## config.mk

```make
export PLATFORM = sky130hd
export DESIGN_NAME = mt_maint_wrap
export DESIGN_NICKNAME = d
export VERILOG_FILES = /design/src/rtl/mt_maint_wrap.sv
export SDC_FILE = /design/constraint.sdc
export NUM_CORES = 1
export LEC_CHECK = 0
export CAP_MARGIN = 40
export CORE_ASPECT_RATIO = 1.25
export CORE_MARGIN = 3
export CORE_UTILIZATION = 54
export DETAILED_ROUTE_END_ITERATION = 10
export HOLD_SLACK_MARGIN = 0.05
export PLACE_DENSITY = 0.87
export SLEW_MARGIN = 20
export SYNTH_ARGS = -nofsm -noshare
export SYNTH_HDL_FRONTEND = slang
export SYNTH_SLANG_ARGS = --single-unit
```

## constraint.sdc

```tcl
create_clock -name clk -period 2.83 [get_ports clk]
set_input_delay 0.283 -clock clk [delete_from_list [all_inputs] [get_ports clk]]
set_output_delay 0.283 -clock clk [all_outputs]
set_load 0.005 [all_outputs]
```

## src/rtl/mt_maint_wrap.sv

```systemverilog
`default_nettype none
// ============================================================================
// Module   : mt_maint_wrap
// Purpose  : MT maintenance wraparound frame generator with emulated BPI clock.
//            Define MTMAINT_PARITY_EN to drive odd parity on mtMDAT[9].
// Revision : 1.0  initial release
// ============================================================================
module mt_maint_wrap #(
  parameter int FRAMES = 16,
  parameter int BPIDIV = 8
) (
  input  logic        clk,
  input  logic        rst,
  input  logic [15:0] mtMR,
  input  logic        mtmrWRITE,
  output logic [9:0]  mtMDAT,
  output logic        mtMVALID,
  input  logic        mtMREADY,
  output logic        mtMBUSY,
  output logic        mtMDONE,
  output logic        mtMILL,
  output logic        mtBPICLK,
  output logic [7:0]  mtMFCNT
);

  typedef enum logic [1:0] {
    IDLE = 2'd0,
    WAIT = 2'd1,
    EMIT = 2'd2,
    DONE = 2'd3
  } state_t;

  localparam logic [15:0] c_divReload = 16'(BPIDIV - 1);
  localparam logic [7:0]  c_frames    = 8'(FRAMES);

  logic        r_writeD;
  state_t      r_state,   w_nextState;
  logic [15:0] r_divider, w_nextDivider;
  logic [8:0]  r_pattern, w_nextPattern;
  logic [1:0]  r_mop,     w_nextMop;
  logic [7:0]  r_fcnt,    w_nextFcnt;
  logic        r_done,    w_nextDone;
  logic        r_ill,     w_nextIll;

  logic [8:0]  w_mdf;
  logic [3:0]  w_mop;
  logic        w_mm;
  logic        w_legal;
  logic        w_illegal;
  logic        w_busy;
  logic        w_accept;
  logic [8:0]  w_advPattern;
  logic [7:0]  w_fcntInc;
  logic        w_parity;
  logic        w_unusedMrBits;

  assign w_mdf          = mtMR[15:7];
  assign w_mop          = mtMR[4:1];
  assign w_mm           = mtMR[0];
  assign w_unusedMrBits = |mtMR[6:5];
  assign w_legal        = (w_mop >= 4'd1) && (w_mop <= 4'd3);
  assign w_illegal      = (w_mop >= 4'd4);
  assign w_busy         = (r_state != IDLE);
  assign w_accept       = (r_state == EMIT) && mtMREADY;
  assign w_fcntInc      = r_fcnt + 8'd1;

  always_comb begin
    w_advPattern = r_pattern;
    case (r_mop)
      2'd2:    w_advPattern = r_pattern + 9'd1;
      2'd3:    w_advPattern = {r_pattern[7:0], r_pattern[8]};
      default: w_advPattern = r_pattern;
    endcase
  end

  always_ff @(posedge clk) begin
    if (rst) begin
      r_writeD  <= 1'b0;
      r_state   <= IDLE;
      r_divider <= 16'd0;
      r_pattern <= 9'd0;
      r_mop     <= 2'd0;
      r_fcnt    <= 8'd0;
      r_done    <= 1'b0;
      r_ill     <= 1'b0;
    end else begin
      r_writeD  <= mtmrWRITE;
      r_state   <= w_nextState;
      r_divider <= w_nextDivider;
      r_pattern <= w_nextPattern;
      r_mop     <= w_nextMop;
      r_fcnt    <= w_nextFcnt;
      r_done    <= w_nextDone;
      r_ill     <= w_nextIll;
    end
  end

  always_comb begin
    w_nextState   = r_state;
    w_nextDivider = r_divider;
    w_nextPattern = r_pattern;
    w_nextMop     = r_mop;
    w_nextFcnt    = r_fcnt;
    w_nextDone    = r_done;
    w_nextIll     = r_ill;

    case (r_state)
      WAIT: begin
        if (r_divider == 16'd0) w_nextState = EMIT;
        else                    w_nextDivider = r_divider - 16'd1;
      end
      EMIT: begin
        if (w_accept) begin
          w_nextFcnt    = w_fcntInc;
          w_nextPattern = w_advPattern;
          if (w_fcntInc == c_frames) begin
            w_nextState = DONE;
          end else begin
            w_nextState   = WAIT;
            w_nextDivider = c_divReload;
          end
        end
      end
      DONE: begin
        w_nextDone  = 1'b1;
        w_nextState = IDLE;
      end
      default: w_nextState = IDLE;
    endcase

    // A register write overrides whatever the run would have done this edge,
    // including a frame acceptance or completion landing on the same edge.
    if (r_writeD) begin
      if (w_mm && w_legal) begin
        w_nextState   = WAIT;
        w_nextPattern = w_mdf;
        w_nextMop     = w_mop[1:0];
        w_nextDivider = c_divReload;
        w_nextFcnt    = 8'd0;
        w_nextDone    = 1'b0;
        w_nextIll     = 1'b0;
      end else begin
        if (w_busy) begin
          w_nextState   = IDLE;
          w_nextFcnt    = r_fcnt;
          w_nextPattern = r_pattern;
          w_nextDone    = r_done;
        end
        if (w_mm && w_illegal) w_nextIll = 1'b1;
      end
    end
  end

`ifdef MTMAINT_PARITY_EN
  // Parity is only presented with a frame so the idle/reset image stays zero.
  assign w_parity = mtMVALID & ~(^r_pattern);
`else
  assign w_parity = 1'b0;
`endif

  assign mtMVALID = (r_state == EMIT);
  assign mtMBUSY  = w_busy;
  assign mtMDONE  = r_done;
  assign mtMILL   = r_ill;
  assign mtBPICLK = (r_state == WAIT) && (r_divider == 16'd0);
  assign mtMFCNT  = r_fcnt;
  assign mtMDAT   = {w_parity, r_pattern};

endmodule
`default_nettype wire

```

==> results.cfg <==
[worst_setup_path]
critical_path.top_delay_family = simple AND/OR/NAND/NOR gates
path_buf_inv = 2
slowest_delay_ns = 0.51
worstSetupPathType = flip-flop to primary output
path_max_fanout = 4
crit_path_start_kind = flip-flop
worstPathRequired_ns = 2.55
crit_path_end_kind = primary output
slowest_stage = or4b_4
arrival_ns = 2.32
path_cells = inv_1, ha_1, or4b_4, nor3_2, nand3_1, nor2_1, clkdlybuf4s50_1

[outcome]
outcome = completed

[sta]
final.period_utilization_pct = 91.9
fin_crit_ns = 2.60
fin_hold_ws_ns = 0.489
relSlewSlack_pct = 57.6
clock.fmax_mhz = 385
finalSetupViolCount = 0
drv_slew = 0
grt_setup_unrepaired = no
tightest_slew_ns = 0.631
clock_skew_ns = 0.00506
finalHoldViolCount = 0
fin_tns_setup_ns = 0

[yosys]
synthCells = 352
synthesis.nets = 380
ys.flop_type = dfxtp_1
syn-cell-area_mm2 = 0.00268
syn_avg_cell_area_um2 = 7.62
ys_ff_latch = 40
synthArstFlopShare_pct = 0
synth_edf_count = 0
yosysUniqueCellTypes = 61
ys_seq_area_share_pct = 29.9
yosys_warnings = 0

[floorplanning]
std_cell_rows = 28
io_pins = 43
die-area_mm2 = 0.00585
start_util_pct = 56.3
die_w_um = 69.0
core_area_mm2 = 0.00476
die_h_um = 84.8

[grt]
grt_pass1_wl_um = 11700
antenna_found_initial = 0
grt_max_degree = 18
track_usage_pct = 23.5
first_global_vias = 2665
overflow = 0

[routing]
avgViaCountPerCell = 6.41
ant_nets = 0
firstDrtPassIters = 5
first_iter_violations = 207
vias = 2858
routed_wl_um = 6990
avgRoutedWirePerCell_um = 15.7
drc = 0

[cells_and_area]
area_growth_pct = 20.4
diodes = 0
fin_area_mm2 = 0.00323
final_common_cell = dfxtp_1
final_cell_mix = dfxtp_1, clkdlybuf4s50_1, nand2_1
fin_nets = 413
drive_above_1_share_pct = 8.55

[place]
place_hpwl_um = 5060
io_buffers = 39
gp_congestion = 0.857
post_dp_cell_area_mm2 = 0.00313

[clock_tree]
cts.sinks = 40
clock-root-buffer = clkbuf_8
tritoncts = yes
clk_pin_slew_worst_paths_ns = 0.08
cts_max_path_buffers = 2
postCtsSetupBuffers = 0
numCtsBuffers = 5
insertion_delay_ns = 0.29
htreeDepth = 2
postCtsHoldBufs = 0

[pwr]
ir_worst_vdd_uv = 358
finalPower_uw = 1110
p_leak_uw = 0.00116
powerDensity_mw_per_mm2 = 343

[flow_run]
drv_cap = 0

[hold_path]
hold_path.class = flip-flop to flip-flop
[final cells by class]
class | instances | area (um^2)
clock buffer | 6 | 82.6
clock inverter | 2 | 10.0
fill | 407 | 1530
inverter | 10 | 37.5
multi-input combinational | 280 | 1770
sequential | 40 | 801
tap | 60 | 75.1
timing repair buffer | 48 | 458
[worst reg2reg max path: cells and delay by family (launching register included)]
kind                     cells  cell delay, ns
AO/OA/AOI/OAI                4            0.81
buffers and inverters        1            0.19
AND/OR/NAND/NOR              1            0.24
adder cells (fa/ha/maj)      1            0.43
flip-flops                   1            0.50
[state kept, by name, indices dropped and copies added, names as in the netlist]
signal     count
r_pattern      9
mtMILL         1
mtMDONE        1
r_state        2
mtMFCNT        8
r_mop          2
r_divider     16
r_writeD       1
[per-stage QoR]
step | util, % | setup slack [ns] | instances
2_1_floorplan | - | 0.697 | 352
3_3_place_gp | 65.5 | 0.369 | 437
3_5_place_dp | 65.7 | 0.335 | 438
4_1_cts | 67.6 | 0.00743 | 446
5_1_grt | 67.8 | 0.0179 | 446
6_report | 67.8 | 0.230 | 446
[layer usage]
layer	part of all wire [%]	vias up	global-route usage [%]
met2	50	92	41.0
met1	43	1353	28.5
met5	0	-	0
met3	4.0	16	3.95
met4	2.6	0	9.95
li1	-	1397	-
[where the power goes]
group	internal [uW]	leakage, uW	switching [uW]
Combinational	64.5	0.000791	70.2
Sequential	568	0.000323	8.75
Clock	195	0.0000510	202
Total	827	0.00116	281
[cells in the mapped netlist (3+ instances only)]
| cell | number | area (um^2) |
|---|---|---|
| nand2b_1 | 4 | 25.0 |
| nor4_1 | 7 | 43.8 |
| and2_1 | 4 | 25.0 |
| nor2_1 | 30 | 113 |
| a22oi_1 | 3 | 22.5 |
| a21oi_1 | 23 | 115 |
| o2111ai_1 | 3 | 26.3 |
| nor2b_1 | 6 | 37.5 |
| inv_1 | 10 | 37.5 |
| or2_2 | 5 | 31.3 |
| o21ai_0 | 20 | 100 |
| o311ai_0 | 4 | 35.0 |
| or3_1 | 5 | 31.3 |
| nand4_1 | 7 | 43.8 |
| dfxtp_1 | 40 | 801 |
| o211ai_1 | 4 | 30.0 |
| a31o_2 | 3 | 26.3 |
| a311oi_1 | 4 | 35.0 |
| nand2_1 | 34 | 128 |
| o31ai_1 | 5 | 37.5 |
| or4_1 | 3 | 22.5 |
| o22ai_1 | 3 | 18.8 |
| nand4b_1 | 3 | 26.3 |
| xnor2_1 | 6 | 52.6 |
| nand3_1 | 13 | 65.1 |
| nor3_1 | 18 | 90.1 |
| xor2_1 | 3 | 26.3 |
| a31oi_1 | 9 | 56.3 |
| clkbuf_1 | 21 | 78.8 |
| and4_1 | 3 | 26.3 |
| ha_1 | 8 | 100 |
[logic make-up after synthesis]
| family | after synthesis | synth area share, % |
|---|---|---|
| xor gates and xnor gates | 9 | 2.94 |
| AOI/OAI and AO/OA | 104 | 26.2 |
| adders and majority gates | 8 | 3.73 |
| DFF | 40 | 29.9 |
| buffers and inverters | 32 | 4.62 |
| other | 1 | 0.140 |
| muxes | 3 | 1.17 |
| and+or+nand+nor | 155 | 31.4 |
[worst paths after layout]
| check | start | to | slack (ns) | cells past startpoint |
|---|---|---|---|---|
| worst max register to register | mtMFCNT[0] | r_divider[4] | 0.57 | 7 |
| worst min-delay path | mtMDONE | mtMDONE | 0.49 | 2 |
| worst max-delay path | r_divider[0] | mtBPICLK | 0.23 | 7 |
| worst min register to register | mtMDONE | mtMDONE | 0.49 | 2 |
[what timing repair did]
item / 4_1_cts / 5_1_grt
endpoints found under the setup margin: 0 / 1
endpoints found under the hold margin: 0 / 0
resized for setup: 0 / 2
(Power assumes the default switching activity.)
